### config.mk
export PLATFORM = sky130hd
export DESIGN_NAME = sprite_collision_ctrl
export DESIGN_NICKNAME = d
export VERILOG_FILES = /design/src/rtl/sprite_collision_ctrl.sv
export SDC_FILE = /design/constraint.sdc
export NUM_CORES = 1
export LEC_CHECK = 0
export ABC_AREA = 1
export CORE_AREA = 5 5 70 72
export CTS_CLUSTER_DIAMETER = 30
export CTS_CLUSTER_SIZE = 14
export DETAILED_ROUTE_END_ITERATION = 7
export DIE_AREA = 0 0 75 77
export PLACE_DENSITY = 0.81
export SLEW_MARGIN = 5
export SYNTH_ARGS = -nofsm -noshare
export SYNTH_HDL_FRONTEND = slang
export SYNTH_SLANG_ARGS = --single-unit
### constraint.sdc
create_clock -name i_clk -period 3 [get_ports i_clk]
set_input_delay 0.6 -clock i_clk [delete_from_list [all_inputs] [get_ports i_clk]]
set_output_delay 0.6 -clock i_clk [all_outputs]
set_load 0.02 [all_outputs]
### src/rtl/sprite_collision_ctrl.sv
// ============================================================================
// Module   : sprite_collision_ctrl
// Purpose  : Per-frame player/terrain overlap counting plus the game-state FSM
//            (lives, hit recovery, game over). Optional SPRITE_COLLISION_INVULN_EN.
// Revision : 1.0 - initial release
// ============================================================================
`default_nettype none
`timescale 1ns/1ps

module sprite_collision_ctrl #(
    parameter int NUM_TERRAIN   = 4,
    parameter int HIT_THRESHOLD = 8,
    parameter int LIVES_INIT    = 3,
    parameter int FLASH_FRAMES  = 60,
    parameter int CNT_W         = 12
) (
    input  logic                   i_clk,
    input  logic                   i_rst_n,
    input  logic                   i_v_sync,
    input  logic                   i_player_hit,
    input  logic [NUM_TERRAIN-1:0] i_terrain_hit,
    input  logic                   i_start,
    output logic                   o_active,
    output logic [1:0]             o_state,
    output logic [3:0]             o_lives,
    output logic                   o_collision_pulse,
    output logic                   o_flash,
    output logic [CNT_W-1:0]       o_overlap_cnt
);

    localparam int c_THR   = (HIT_THRESHOLD < 1) ? 1 : HIT_THRESHOLD;
    localparam int c_FLASH = (FLASH_FRAMES < 1) ? 1 : FLASH_FRAMES;
    localparam int c_FL_W  = ($clog2(c_FLASH + 1) < 4) ? 4 : $clog2(c_FLASH + 1);
    localparam logic [3:0]        c_LIVES    = 4'(LIVES_INIT);
    localparam logic [CNT_W-1:0]  c_CNT_MAX  = '1;
    localparam logic [c_FL_W-1:0] c_FL_INIT  = c_FL_W'(c_FLASH);
    localparam logic [c_FL_W-1:0] c_FL_ONE   = c_FL_W'(1);

    typedef enum logic [1:0] {
        S_IDLE = 2'd0,
        S_PLAY = 2'd1,
        S_HIT  = 2'd2,
        S_OVER = 2'd3
    } state_t;

    state_t              r_state;
    logic [3:0]          r_lives;
    logic                r_active;
    logic                r_pulse;
    logic                r_flash;
    logic [CNT_W-1:0]    r_cnt;
    logic [CNT_W-1:0]    r_acc;
    logic [c_FL_W-1:0]   r_flash_cnt;
    logic                r_vs_q;
    logic                r_start_q;

    logic                w_frame_tick;
    logic                w_start_edge;
    logic                w_overlap;
    logic [CNT_W:0]      w_sum;
    logic [CNT_W-1:0]    w_total;
    logic                w_hit;
    logic [c_FL_W-1:0]   w_flash_dec;

    assign w_frame_tick = i_v_sync & ~r_vs_q;
    assign w_start_edge = i_start & ~r_start_q;
    // Gating by PLAY keeps the frame total at zero in every other state.
    assign w_overlap    = i_player_hit & (|i_terrain_hit) & (r_state == S_PLAY);
    assign w_sum        = {1'b0, r_acc} + {{CNT_W{1'b0}}, w_overlap};
    assign w_total      = w_sum[CNT_W] ? c_CNT_MAX : w_sum[CNT_W-1:0];
    assign w_hit        = (32'(w_total) >= 32'(c_THR));
    assign w_flash_dec  = r_flash_cnt - c_FL_ONE;

`ifndef SPRITE_COLLISION_INVULN_EN
    logic [3:0] w_lives_dec;
    assign w_lives_dec = r_lives - 4'd1;
`endif

    always_ff @(posedge i_clk or negedge i_rst_n) begin
        if (!i_rst_n) begin
            r_state     <= S_IDLE;
            r_lives     <= c_LIVES;
            r_active    <= 1'b0;
            r_pulse     <= 1'b0;
            r_flash     <= 1'b0;
            r_cnt       <= '0;
            r_acc       <= '0;
            r_flash_cnt <= '0;
            r_vs_q      <= 1'b0;
            r_start_q   <= 1'b1;
        end else begin
            r_vs_q    <= i_v_sync;
            r_start_q <= i_start;
            r_pulse   <= 1'b0;
            if (w_frame_tick) begin
                r_cnt <= w_total;
            end
            case (r_state)
                S_IDLE: begin
                    r_lives <= c_LIVES;
                    r_acc   <= '0;
                    if (w_start_edge) begin
                        r_state  <= S_PLAY;
                        r_active <= 1'b1;
                    end
                end
                S_PLAY: begin
                    if (w_frame_tick) begin
                        r_acc <= '0;
                        if (w_hit) begin
                            r_pulse <= 1'b1;
`ifndef SPRITE_COLLISION_INVULN_EN
                            r_active <= 1'b0;
                            if (w_lives_dec == 4'd0) begin
                                r_state <= S_OVER;
                                r_lives <= 4'd0;
                            end else begin
                                r_state     <= S_HIT;
                                r_lives     <= w_lives_dec;
                                r_flash_cnt <= c_FL_INIT;
                                r_flash     <= c_FL_INIT[3];
                            end
`endif
                        end
                    end else begin
                        r_acc <= w_total;
                    end
                end
                S_HIT: begin
                    r_acc <= '0;
                    if (w_frame_tick) begin
                        r_flash_cnt <= w_flash_dec;
                        if (r_flash_cnt == c_FL_ONE) begin
                            r_state  <= S_PLAY;
                            r_active <= 1'b1;
                            r_flash  <= 1'b0;
                        end else begin
                            r_flash  <= w_flash_dec[3];
                        end
                    end
                end
                S_OVER: begin
                    r_acc   <= '0;
                    r_lives <= 4'd0;
                    if (w_start_edge) begin
                        r_state <= S_IDLE;
                        r_lives <= c_LIVES;
                    end
                end
                default: begin
                    r_state  <= S_IDLE;
                    r_active <= 1'b0;
                end
            endcase
        end
    end

    assign o_active          = r_active;
    assign o_state           = r_state;
    assign o_lives           = r_lives;
    assign o_collision_pulse = r_pulse;
    assign o_flash           = r_flash;
    assign o_overlap_cnt     = r_cnt;

endmodule

`default_nettype wire

# After elaboration in Yosys (flattened, before gate mapping)
# Cells that the tools add are included.
word_totals:
  reg_bits: 41
  latch_bits: 0
  ram_bits: 0
  rom_bits: 0
  inputBits: 9
  output_inout_bits: 21
  elab_cells: 78
  n_memories: 0
op_classes:
  add_sub_neg: 3
  mul: 0
  div: 0
  magnitude_cmp: 1
  n_eq_ne: 11
  n_shift: 0
  n_mux: 36
  n_bitwise: 6
  reduce_logical: 11
ops:
  columns: ["operator", "n"]
  rows:
  - ["two-way mux 12 bit", 2]
  - ["two-way mux 6 bit", 4]
  - ["case mux 12 bit (2 select lines)", 1]
  - ["two-way mux 1 bit", 14]
  - ["two-way mux 2 bit", 7]
  - ["inequality test 2 bit, second input constant", 7]
  - ["adder 12 x 1 -> 13 bit", 1]
  - [">= comparator 12 x 4 -> 1 bit, second input constant", 1]
  - ["two-way mux 4 bit", 3]
  - ["case mux 4 bit (3 select lines)", 1]
  - ["case mux 6 bit (2 select lines)", 1]
  - ["AND reduction 6 bit", 2]
  - ["case mux 2 bit (4 select lines)", 1]
  - ["equality test 6 x 1 -> 1 bit, second input constant", 1]
  - ["nonzero test 3 bit", 2]
  - ["subtractor 6 x 1 -> 6 bit, second input constant", 1]
  - ["AND reduction 5 bit", 1]
  - ["AND 1 bit", 4]
  - ["equality test 2 bit, second input constant", 2]
  - ["zero test 4 bit", 1]
  - ["OR reduction 4 bit", 1]
  - ["subtractor 4 x 1 -> 4 bit, second input constant", 1]
  - ["case mux 1 bit (3 select lines)", 1]
  - ["AND reduction 3 bit", 1]
  - ["other kinds (6)", 7]

# Depth between registers and ports, before layout
# Gate-level depths: netlist of run 1.
depth:
  word_depth: 9
  ltp_mapped: 18
  mapped_depth_nobuf: 17

# Least setup slack after synthesis of run 1
# No wires, ideal clock.
synth_timing:
  kind: "register -> register"
  from: "register r_state[0] (netlist: o_state[0])"
  to: "register r_flash (netlist: o_flash)"
  setup_ns: 0.074
  arrival_time_ns: 2.512
  required_time_ns: 2.926
  setup_slack_ns: 0.414
  path_stages_with_launch: 18
  n_path_buf: 1
  synth_period_minus_slack_ns: 2.586
  path_cell_list: "dfrtp_1 > inv_1 > nor2_2 > nand2_1 > nor2_1 > ha_1 > ha_1 > nand3_1 > nor2_1 > nand2_1 > nand2_1 > nand2_2 > nor2_4 > nand4_4 > nand2_4 > buf_8 > nand2_1 > o21ai_2"
synth_between:
  elab_chain_cells: 7
  elab_cells_between_ends: 13
  cone_classes: "add/sub (1); order compare (1); eq/ne (6); mux (2); bitwise (1); reduce/logical (2)"
synth_lines:
  columns: ["element", "line_no", "rtl"]
  rows:
  - ["start, declared", "46", "state_t r_state;"]
  - ["start signal, assigned", "81", "r_state <= S_IDLE;"]
  - ["start signal, assigned", "103", "r_state <= S_PLAY;"]
  - ["start signal, assigned", "115", "r_state <= S_OVER;"]
  - ["equality test 2 x 1 -> 1 bit", "68, 98", null]
  - ["AND 1 bit", "68", "assign w_overlap = i_player_hit & (|i_terrain_hit) & (r_state == S_PLAY);"]
  - ["adder 12 x 1 -> 13 bit", "69", "assign w_sum = {1'b0, r_acc} + {{CNT_W{1'b0}}, w_overlap};"]
  - ["two-way mux 12 bit", "70", "assign w_total = w_sum[CNT_W] ? c_CNT_MAX : w_sum[CNT_W-1:0];"]
  - [">= comparator 12 x 4 -> 1 bit", "71", "assign w_hit = (32'(w_total) >= 32'(c_THR));"]
  - ["inequality test 2 bit (no source line)", null, null]
  - ["AND reduction 5 bit (no source line)", null, null]
  - ["end signal, assigned", "121", "r_flash <= c_FL_INIT[3];"]
  - ["end signal, assigned", "138", "r_flash <= w_flash_dec[3];"]
  - ["end, declared", "50", "logic r_flash;"]
# Parallel ways exist; a longest one is shown, timed or not.
# A chain may end at the register's enable or synchronous reset.

# Worst setup path in the final report of run 1
layout_timing:
  from: "input port i_terrain_hit[1]"
  to: "register r_flash_cnt[0]"
layout_between:
  elab_chain_cells: 8
layout_lines:
  columns: ["element", "line_no", "rtl"]
  rows:
  - ["start, declared", "21", "input logic [NUM_TERRAIN-1:0] i_terrain_hit,"]
  - ["OR reduction 4 bit", "68", null]
  - ["AND 1 bit (2 in series)", "68", null]
  - ["adder 12 x 1 -> 13 bit", "69", null]
  - ["two-way mux 12 bit", "70", null]
  - [">= comparator 12 x 4 -> 1 bit", "71", null]
  - ["inequality test 2 bit (no source line)", null, null]
  - ["AND reduction 5 bit (no source line)", null, null]
  - ["end signal, assigned", "120", "r_flash_cnt <= c_FL_INIT;"]
  - ["end signal, assigned", "132", "r_flash_cnt <= w_flash_dec;"]
  - ["end, declared", "53", "logic [c_FL_W-1:0] r_flash_cnt;"]
# No other way between the ends.

==> results of run 1 <==
==> per-stage QoR <==
step	util	hold WS [ns]	setup WS [ns]	TNS, ns	total power [W]
after global placement	0.6025	0.4665	0.01097	0	0.001669
after floorplan	-	0.3044	0.4143	0	0.001402
after CTS	0.6247	0.4490	0.2898	0	0.002079
after detailed placement	0.6025	0.4726	-0.01962	-0.1001	0.001697
after global routing	0.6247	0.5094	-0.004696	-0.004696	0.002230
final	0.6247	0.4289	0.2944	0	0.002059
==> flip-flops by register name, summed over array words and instances, names as in the netlist <==
| register | count |
|---|---|
| o_active | 1 |
| o_collision_pulse | 1 |
| o_flash | 1 |
| o_lives | 4 |
| o_overlap_cnt | 12 |
| o_state | 2 |
| r_acc | 12 |
| r_flash_cnt | 6 |
| r_start_q | 1 |
| r_vs_q | 1 |
==> area by class of cell <==
| cell class | count | share of cell area |
|---|---|---|
| Clock inverter | 1 | 0.002838 |
| Sequential cell | 41 | 0.3893 |
| Tap cell | 52 | 0.02460 |
| Timing Repair Buffer | 34 | 0.1220 |
| Inverter | 36 | 0.05109 |
| Clock buffer | 7 | 0.03264 |
| Multi-Input combinational cell | 195 | 0.3775 |
==> where the power goes <==
part           internal [W]  leakage [nW]  switching (W)  total (W)
logic              0.000372         0.714       0.000536   0.000908
registers          0.000679         0.532       0.000106   0.000785
clock network      0.000187        0.0445       0.000180   0.000366
==> logic make-up after synthesis <==
logic type | share of synthesized area
fa+ha+maj | 0.03428
xor+xnor | 0.03200
flops | 0.4703
compound gates | 0.08514
simple gates | 0.3046
buf+inv | 0.07371
==> how the worst max path moves through the flow <==
stage                     slack (ns)  cells after the start                         end
after global routing          -0.005                     14  r_flash_cnt[1]$_DFFE_PN0P_
final                           0.29                     14  r_flash_cnt[0]$_DFFE_PN0P_
after CTS                       0.29                     14      o_lives[1]$_DFFE_PN1P_
after floorplan                 0.41                     17         o_flash$_DFFE_PN0P_
after global placement          0.01                     14  r_flash_cnt[4]$_DFFE_PN0P_
after detailed placement       -0.02                     14  r_flash_cnt[1]$_DFFE_PN0P_
==> routing by layer <==
layer | share of wire | vias up
met1 | 0.43 | 860
met4 | 0.013 | 0
met5 | 0 | -
met3 | 0.043 | 8
li1 | - | 949
met2 | 0.52 | 34
==> cells in the final DEF (no fill, tap or decap), types with 3 or more instances in the layout <==
cell / instances
a21oi_1: 7
a31oi_1: 5
buf_4: 5
clkbuf_8: 6
clkdlybuf4s50_1: 28
dfrtp_1: 38
dfstp_2: 3
ha_1: 6
inv_1: 35
nand2_1: 73
nand2_2: 4
nand3_1: 15
nand4_1: 5
nor2_1: 35
nor2_2: 4
o21ai_0: 14
o21ai_1: 5
xnor2_1: 4
xor2_1: 4
==> what timing repair did <==
item,in CTS,in global routing
hold endpoints to repair,0,0
gates resized for setup,0,0
endpoints found under the setup margin,0,1
==> worst max-delay path, cell delays in order <==
cell and delay, ns:
clkdlybuf4s50_1 0.40, nor4_1 0.27, nor2_1 0.07, ha_1 0.21
ha_1 0.24, nand3_1 0.15, nor2_1 0.09, nand2_1 0.12
nand3_2 0.13, nor2_2 0.16, nand4_4 0.15, nand2_4 0.19
nand2_1 0.06, o21ai_1 0.08
==> results by group, run 1 <==
Clock network
  – Hold-fix buffers, CTS: 0
  – Root Driver: clkbuf_8
  – Htree depth: 2
  – Clk_lat worst skew: between 0.2 and 0.3 ns
  – Clk buf depth: 2
  – Clock transition at path regs: 0.08 ns
  – Setup Buffers After CTS: 0
  – Clock Sinks: 41
  – TritonCTS Buffers: 5
  – TritonCTS clock tree: yes

Timing
  – Layout Skew: around 0.0059 ns
  – Hold Vio Cnt, Final: 0
  – Max-slew headroom: 0.4102
  – Final Critical Period: 2.706 ns
  – RSZ-0062 raised after global routing: yes
  – Crit share post-route: 0.9019
  – Max frequency: 369.6 MHz
  – Final setup viols: 0
  – Slew Viols, Final: 0
  – Slew @ Worst Pin: 0.8848 ns

Die
  – Chip height: 77 µm
  – Core area: 4234 µm²
  – Die Wd: 75 µm
  – DIE AREA: about 5800 µm²
  – Initial Util: 0.5171
  – Row count: 24
  – # IOs: 30

Cells and area
  – Fin cells: between 300 and 400
  – # diodes: 0
  – Fillcell total: 367
  – Share of layout cells above drive strength 1: 0.1083
  – Layout area overhead: 20.80%
  – Reg area: 1030 µm²
  – Design area: 2645 µm²
  – Multi-input gate area: 998.5 µm²
  – Final layout net count: 328

Global routing
  – Grt total ovfl: 0
  – GR Layer Usage met1: 0.2200
  – GR Layer Usage met2: 0.3049
  – Global routing met3 resource utilization: 0.04575
  – Global-route wire length before repair: slightly above 8000 µm
  – Initial antenna violation count: 0
  – Top Usage Layer GRT: met2
  – Vias in the first global route: between 1500 and 2000
  – Largest net degree at the start of global routing: 42
  – GRT Overall Usage: 0.1782

Setup path
  – Critical path data arrival time: 2.92 ns
  – Critical path endpoint category: flop
  – R2R Setup Slk: 0.43 ns
  – Worst setup path start: i_terrain_hit[1]
  – Worst-path fanout max: 14
  – CP Class: in -> reg
  – Worst Path Required: around 3.2 ns
  – Reg2reg start: o_state[0]$_DFFE_PN0P_
  – Reg2reg path depth: 16
  – Critical path launch point type: primary input
  – FF-to-FF End: r_flash_cnt[0]$_DFFE_PN0P_

Placed design
  – Number of instances in the placed design: between 300 and 400
  – Routability Congestion: 0.9406
  – Detail Placement HPWL: between 3000 and 4000 µm
  – Port Buffers: 29
  – Placed cell areas: 2551 µm²

Routing
  – Final Routed Wirelength: 4486 µm
  – Initial DRT Pass Iterations: 4
  – Drt wl/cell: 12.26 µm
  – DRT iter0 DRCs: 135
  – # DRC: 0
  – Antenna Violating Nets Remaining: 0
  – DR vias/cell: 5.057
  – Routed vias: 1851

Synth
  – Most frequent cell after synthesis: nand2_1
  – Largest cells by area after synthesis: dfrtp_1 43%, nand2_1 13%, inv_1 6.0%
  – Syn Std Cell Area: 2190 µm²
  – Sequential area share after synthesis: 0.4703
  – Async S/R FF share, synth: 1.000
  – Syn nets: around 290
  – Post-synth top area share: 0.4343
  – Cell taking the most area after synthesis: dfrtp_1
  – Yosys warnings: 0
  – Mapped Cells: 276
  – Syn avg cell area: 7.933 µm²
  – Most frequent cells after synthesis: 73 x nand2_1, 38 x dfrtp_1, 35 x inv_1, 35 x nor2_1, 15 x nand3_1
  – Main synth FF type: dfrtp_1
  – Post-synth EDFFs: 0
  – Synth unique cells: 29
  – Number of synthesized register bits: 41

Power and ir drop
  – Power per standard cell area: roughly 780 nW/µm²
  – Leakage: about 1.3 nW
  – Worst vdd ir: 624.0 µV

Run status
  – Outcome: complete, no violations

Run
  – Maxcap violations: 0

Min path
  – Worst Hold Class: in -> async
Power figures use the tool's default switching activity.
==> run 2: changes to the inputs <==
PLACE_DENSITY = 0.77   (was 0.81)
==> run 2 against run 1 <==
Compared with the run above:
- total power is 9.9% higher
- critical path depth stayed put
- utilization is 2.4 points higher
- first-iteration DRC count is 1.5% higher
- flip-flop and latch count stayed put
- worst setup slack worse by 0.024 ns
- sequential share of layout area is 1.4 points lower
- combinational power is 3.9% higher
- routed wire length is 9.6% higher
- via count is 2.8% higher
- largest cell class is now multi-input combinational cells
- highest routed layer unchanged
==> results by group, run 2 (synthesis results as in run 1) <==
Run status
  – Outcome: complete, no violations (unchanged)

Min path
  – Worst Hold Class: in -> async (unchanged)

Cells and area
  – # diodes: 0 (unchanged)
  – Share of layout cells above drive strength 1: 0.1356 (was 0.1083)
  – Design area: 2748 µm² (was 2645 µm²)
  – Most frequent cells in the layout: 72 x nand2_1, 37 x dfrtp_1, 35 x inv_1 (was 73 x nand2_1, 38 x dfrtp_1, 35 x inv_1, 35 x nor2_1, 28 x clkdlybuf4s50_1)
  – Layout area overhead: 25.49% (was 20.80%)
  – Fillcell total: 358 (was 367)
  – Finished Core Util: 0.6489 (was 0.6247)
  – Fin cells: 369 (was 366)
  – Commonest non-fill, non-tap cell in the layout: nand2_1 (unchanged)
  – Final layout net count: 331 (was 328)

Die
  – Die Wd: 75 µm (unchanged)
  – # IOs: 30 (unchanged)
  – DIE AREA: 5775 µm² (unchanged)
  – Chip height: 77 µm (unchanged)
  – Core area: 4234 µm² (unchanged)
  – Row count: 24 (unchanged)
  – Initial Util: 0.5171 (unchanged)

Timing
  – Final Critical Period: 2.729 ns (was 2.706 ns)
  – Max frequency: 366.4 MHz (was 369.6 MHz)
  – RSZ-0062 raised after global routing: no (was yes)
  – Max-slew headroom: 0.4130 (was 0.4102)
  – Final worst slack: 0.2707 ns (was 0.2944 ns)
  – Slew Viols, Final: 0 (unchanged)
  – Hold WS: 0.4184 ns (was 0.4289 ns)
  – Layout Skew: 0.01213 ns (was 0.005900 ns)
  – Final setup viols: 0 (unchanged)
  – Hold Vio Cnt, Final: 0 (unchanged)
  – Crit share post-route: 0.9098 (was 0.9019)
  – Slew @ Worst Pin: 0.8805 ns (was 0.8848 ns)

Power and ir drop
  – Comb power frac: 0.417 (was 0.441)
  – Switching Share: 0.3863 (was 0.3989)
  – Power per standard cell area: 823.3 nW/µm² (was 778.5 nW/µm²)
  – Psw: 0.0008739 W (was 0.0008214 W)
  – Part of the power in registers: 0.350 (was 0.381)
  – Worst vdd ir: 539.2 µV (was 624.0 µV)
  – Pint: 0.001388 W (was 0.001238 W)
  – Clock group share of total power: 0.233 (was 0.178)
  – Leakage: 1.332 nW (was 1.291 nW)

Setup path
  – Most frequent CP cell: nand2_1
  – Critical path endpoint category: flop (unchanged)
  – Sequence of cells on the critical path: clkdlybuf4s50_1 > nor4_2 > nor2_1 > ha_1 > ha_1 > nand2_1 > o21ai_0 > nand2_1 > nand3_1 > nor2_4 > nand4_4 > nand2_8 > nand2_1 > o21ai_1 (was clkdlybuf4s50_1 > nor4_1 > nor2_1 > ha_1 > ha_1 > nand3_1 > nor2_1 > nand2_1 > nand3_2 > nor2_2 > nand4_4 > nand2_4 > nand2_1 > o21ai_1)
  – Critical path data arrival time: 2.95 ns (was 2.92 ns)
  – CP max-delay cell: clkdlybuf4s50_1 (unchanged)
  – Critical Path Max Stage Delay: 0.41 ns (was 0.40 ns)
  – CP Class: in -> reg (unchanged)
  – Cell family with most CP delay: simple AND/OR/NAND/NOR gates (unchanged)
  – Worst-path fanout max: 8 (was 14)
  – Worst Path Required: 3.22 ns (about the same)
  – Buf/Inv on CP: 1 (unchanged)
  – Critical path launch point type: primary input (unchanged)

Global routing
  – Global-route wire length before repair: 8459 µm (was 8142 µm)
  – GRT Overall Usage: 0.1863 (was 0.1782)
  – Grt total ovfl: 0 (unchanged)
  – Initial antenna violation count: 0 (unchanged)
  – Largest net degree at the start of global routing: 42 (unchanged)
  – Vias in the first global route: 1903 (was 1875)

Clock network
  – Clk buf depth: 2 (unchanged)
  – TritonCTS Buffers: 5 (unchanged)
  – Setup Buffers After CTS: 0 (unchanged)
  – CTS resizes: 0 (unchanged)
  – Root Driver: clkbuf_8 (unchanged)
  – Clk_lat worst skew: 0.30 ns (was 0.29 ns)
  – Htree depth: 2 (unchanged)
  – Hold-fix buffers, CTS: 0 (unchanged)
  – Clock transition at path regs: 0.09 ns (was 0.08 ns)
  – TritonCTS clock tree: yes (unchanged)
  – Clock Sinks: 41 (unchanged)

Routing
  – # DRC: 0 (unchanged)
  – Routed vias: 1903 (was 1851)
  – DRT iter0 DRCs: 137 (was 135)
  – Final Routed Wirelength: 4918 µm (was 4486 µm)
  – DR vias/cell: 5.157 (was 5.057)
  – Initial DRT Pass Iterations: 4 (unchanged)
  – Antenna Violating Nets Remaining: 0 (unchanged)
  – Drt wl/cell: 13.33 µm (was 12.26 µm)

Placed design
  – Pre-CTS setup slack: -0.04263 ns (was -0.01962 ns)
  – Port Buffers: 29 (unchanged)
  – Number of instances in the placed design: 360 (was 358)
  – Placed cell areas: 2566 µm² (was 2551 µm²)
  – Detail Placement HPWL: 3464 µm (was 3415 µm)
  – Routability Congestion: 0.8935 (was 0.9406)

Run
  – Maxcap violations: 0 (unchanged)
## run 2: path summary, 6_finish.rpt
kind,slack [ns],endpoint,depth (start not counted),start
worst max-delay path,0.27,r_flash_cnt[0]$_DFFE_PN0P_,14,i_terrain_hit[1]
worst min-delay path,0.42,r_flash_cnt[3]$_DFFE_PN0P_,1,i_rst_n
worst max register to register,0.40,r_flash_cnt[0]$_DFFE_PN0P_,16,o_state[0]$_DFFE_PN0P_
worst min register to register,0.49,o_overlap_cnt[9]$_DFFE_PN0P_,2,o_overlap_cnt[9]$_DFFE_PN0P_
max in group asynchronous,1.97,o_state[0]$_DFFE_PN0P_,1,i_rst_n
min in group i_clk,0.49,o_overlap_cnt[9]$_DFFE_PN0P_,2,o_overlap_cnt[9]$_DFFE_PN0P_
## run 2: layout make-up
type	count	area, µm²	share of cell area
Clock buffer	5	68.82	0.02505
Clock inverter	3	65.06	0.02368
Inverter	36	135.1	0.04918
Multi-Input combinational cell	196	1045	0.3802
Sequential cell	41	1031	0.3752
Tap cell	52	65.06	0.02368
Timing Repair Buffer	36	337.8	0.1230
## run 2: worst register-to-register path: stages, from the launching register on
cell     delay [ns]
dfrtp_2        0.42
inv_1          0.08
nor2_2         0.13
nand2_1        0.06
nor2_1         0.12
ha_1           0.22
ha_1           0.23
nand2_1        0.10
nor2_2         0.17
nand2_1        0.08
nand2_1        0.07
nand3_1        0.14
nor2_4         0.14
nand4_4        0.24
nand2_8        0.18
nand2_1        0.07
o21ai_1        0.09
## run 2: power by group through the flow
| stage | registers, W | logic, W | clock network (W) |
|---|---|---|---|
| 3_5_place_dp | 0.000796 | 0.000896 | 0 |
| 5_1_grt | 0.000817 | 0.00105 | 0.000556 |
| 3_3_place_gp | 0.000795 | 0.000873 | 0 |
| 4_1_cts | 0.000791 | 0.000904 | 0.000534 |
| 6_report | 0.000792 | 0.000943 | 0.000528 |
| 2_1_floorplan | 0.000861 | 0.000540 | 0 |
## run 2: metal layers
layer | share of wire | track usage | up-vias
met5 | 0 | 0 | -
met4 | 0.0073 | 0.04982 | 0
met3 | 0.040 | 0.03660 | 4
met2 | 0.51 | 0.3101 | 46
met1 | 0.44 | 0.2433 | 901
li1 | - | - | 952
## run 2: through the flow
stage | power (W) | setup TNS [ns]
after floorplan | 0.001402 | 0
after global placement | 0.001668 | 0
after detailed placement | 0.001692 | -0.2215
after CTS | 0.002229 | 0
after global routing | 0.002427 | 0
final | 0.002262 | 0
==> run 3: changes to the inputs <==
PLACE_DENSITY = not set   (was 0.77)
PLACE_DENSITY_LB_ADDON = 0.12   (was not set)
==> run 3 against run 2 <==
Compared with the run above:
- via count down 4.6%
- register-to-register slack better by 0.03 ns
- total power shrank 5.7%
- routed wire length decreased by 8.5%
- die area is the same
- flip-flop and latch count is the same
- first-iteration DRC count shrank 12%
- worst hold slack better by 0.0042 ns
- largest cell class is now flip-flops and latches
==> results by group, run 3 (synthesis results as in run 1) <==
Global routing
  – Largest net degree at the start of global routing: 42 (unchanged)
  – Vias in the first global route: 1739 (was 1903)
  – Grt total ovfl: 0 (unchanged)
  – Initial antenna violation count: 0 (unchanged)
  – GRT Overall Usage: 0.1751 (was 0.1863)
  – Global-route wire length before repair: 7928 µm (was 8459 µm)

Setup path
  – Critical path launch point type: primary input (unchanged)
  – Worst Path Required: 3.22 ns (about the same)
  – Worst-path fanout max: 14 (was 8)
  – Critical path endpoint category: flop (unchanged)
  – Critical path data arrival time: 2.91 ns (was 2.95 ns)
  – CP Class: in -> reg (unchanged)

Cells and area
  – Fillcell total: 389 (was 358)
  – # diodes: 0 (unchanged)
  – Multi-input gate area: 998.5 µm² (was 1045 µm²)
  – Most frequent cells in the layout: 73 x nand2_1, 38 x dfrtp_1, 35 x inv_1, 35 x nor2_1, 28 x clkdlybuf4s50_1 (was 72 x nand2_1, 37 x dfrtp_1, 35 x inv_1)
  – Finished Core Util: 0.6318 (was 0.6489)
  – Reg area: 1030 µm² (was 1031 µm²)
  – Commonest non-fill, non-tap cell in the layout: nand2_1 (unchanged)
  – Share of layout cells above drive strength 1: 0.1111 (was 0.1356)
  – Layout area overhead: 22.17% (was 25.49%)
  – Final layout net count: 329 (was 331)

Timing
  – Slew @ Worst Pin: 0.8905 ns (was 0.8805 ns)
  – Max-slew headroom: 0.4063 (was 0.4130)
  – Hold Vio Cnt, Final: 0 (unchanged)
  – Final setup viols: 0 (unchanged)
  – Max frequency: 371.9 MHz (was 366.4 MHz)
  – Slew Viols, Final: 0 (unchanged)
  – Hold WS: 0.4227 ns (was 0.4184 ns)
  – Layout Skew: 0.008610 ns (was 0.01213 ns)
  – Final Critical Period: 2.689 ns (was 2.729 ns)
  – RSZ-0062 raised after global routing: no (unchanged)
  – Final worst slack: 0.3111 ns (was 0.2707 ns)
  – Crit share post-route: 0.8963 (was 0.9098)

Power and ir drop
  – Power per standard cell area: 797.7 nW/µm² (was 823.3 nW/µm²)
  – Worst vdd ir: 577.6 µV (was 539.2 µV)
  – Leakage: 1.309 nW (was 1.332 nW)
  – Final Power: 0.002134 W (was 0.002262 W)

Placed design
  – Routability Congestion: 0.8467 (was 0.8935)
  – Pre-CTS setup slack: -0.01740 ns (was -0.04263 ns)
  – Detail Placement HPWL: 3422 µm (was 3464 µm)
  – Port Buffers: 29 (unchanged)

Clock network
  – Clock transition at path regs: 0.08 ns (was 0.09 ns)
  – Clock Sinks: 41 (unchanged)
  – Clk_lat worst skew: 0.29 ns (was 0.30 ns)
  – Hold-fix buffers, CTS: 0 (unchanged)
  – TritonCTS Buffers: 5 (unchanged)
  – TritonCTS clock tree: yes (unchanged)
  – Clk buf depth: 2 (unchanged)
  – Setup Buffers After CTS: 0 (unchanged)
  – Htree depth: 2 (unchanged)
  – Root Driver: clkbuf_8 (unchanged)
  – CTS resizes: 0 (unchanged)

Die
  – Core area: 4234 µm² (unchanged)
  – Die Wd: 75 µm (unchanged)
  – Initial Util: 0.5171 (unchanged)
  – # IOs: 30 (unchanged)
  – DIE AREA: 5775 µm² (unchanged)
  – Chip height: 77 µm (unchanged)
  – Row count: 24 (unchanged)

Run
  – Maxcap violations: 0 (unchanged)

Min path
  – Worst Hold Class: in -> async (unchanged)

Routing
  – Final Routed Wirelength: 4499 µm (was 4918 µm)
  – DRT iter0 DRCs: 121 (was 137)
  – DR vias/cell: 4.948 (was 5.157)
  – Initial DRT Pass Iterations: 4 (unchanged)
  – Antenna Violating Nets Remaining: 0 (unchanged)
  – Routed vias: 1816 (was 1903)
  – # DRC: 0 (unchanged)
  – Drt wl/cell: 12.26 µm (was 13.33 µm)

Run status
  – Outcome: complete, no violations (unchanged)
==> run 3: changes by cell type in the layout (fill, tap and decap cells not counted), sizes merged <==
cell / before / now
buf: 8 / 7
nand2: 79 / 78
bufinv: 2 / 1
clkinv: 1 / 0
clkbuf: 5 / 7
==> run 3: routing by layer <==
| metal | global-route usage | vias to the layer above | wire [µm] |
|---|---|---|---|
| met5 | 0 | - | 0 |
| met4 | 0.05872 | 0 | 71 |
| met3 | 0.03922 | 6 | 118 |
| met2 | 0.2787 | 18 | 2188 |
| met1 | 0.2317 | 843 | 2120 |
| li1 | - | 949 | - |
==> run 3: per-stage QoR <==
step                      area, µm²  std cells  TNS (ns)
final                          2675        367         0
after global routing           2675        367         0
after CTS                      2675        367         0
after detailed placement       2559        359  -0.03023
after global placement         2559        359         0
after floorplan                2190        276         0
==> run 3: final cells by class <==
cell class                      count  share of cell area
Clock buffer                        7             0.03227
Timing Repair Buffer               35              0.1235
Tap cell                           52             0.02432
Multi-Input combinational cell    195              0.3732
Sequential cell                    41              0.3849
Clock inverter                      1             0.01123
Inverter                           36             0.05051
==> run 3: worst paths after layout <==
kind | from | end | slack [ns] | cells after the start
worst max-delay path | i_terrain_hit[1] | r_flash_cnt[3]$_DFFE_PN0P_ | 0.31 | 14
worst min-delay path | i_rst_n | o_overlap_cnt[1]$_DFFE_PN0P_ | 0.42 | 1
worst max register to register | o_state[0]$_DFFE_PN0P_ | r_flash_cnt[3]$_DFFE_PN0P_ | 0.43 | 16
worst min register to register | o_active$_DFFE_PN0P_ | o_active$_DFFE_PN0P_ | 0.49 | 2
max in group asynchronous | i_rst_n | o_lives[3]$_DFFE_PN0P_ | 2.01 | 1
min in group i_clk | o_active$_DFFE_PN0P_ | o_active$_DFFE_PN0P_ | 0.49 | 2
==> run 3: report_power, final <==
group | internal (W) | leakage (nW) | switching [W]
logic | 0.000368 | 0.718 | 0.000520
clock network | 0.000271 | 0.0585 | 0.000185
registers | 0.000679 | 0.532 | 0.000111
total | 0.00132 | 1.31 | 0.000816
==> run 3: worst max-delay path, cell delays in order <==
cell and delay, ns:
clkdlybuf4s50_1 0.40, nor4_1 0.27, nor2_1 0.08, ha_1 0.21, ha_1 0.22, nand3_1 0.15
nor2_1 0.08, nand2_1 0.13, nand3_2 0.11, nor2_2 0.16, nand4_4 0.16, nand2_4 0.19
nand2_1 0.07, o21ai_1 0.08
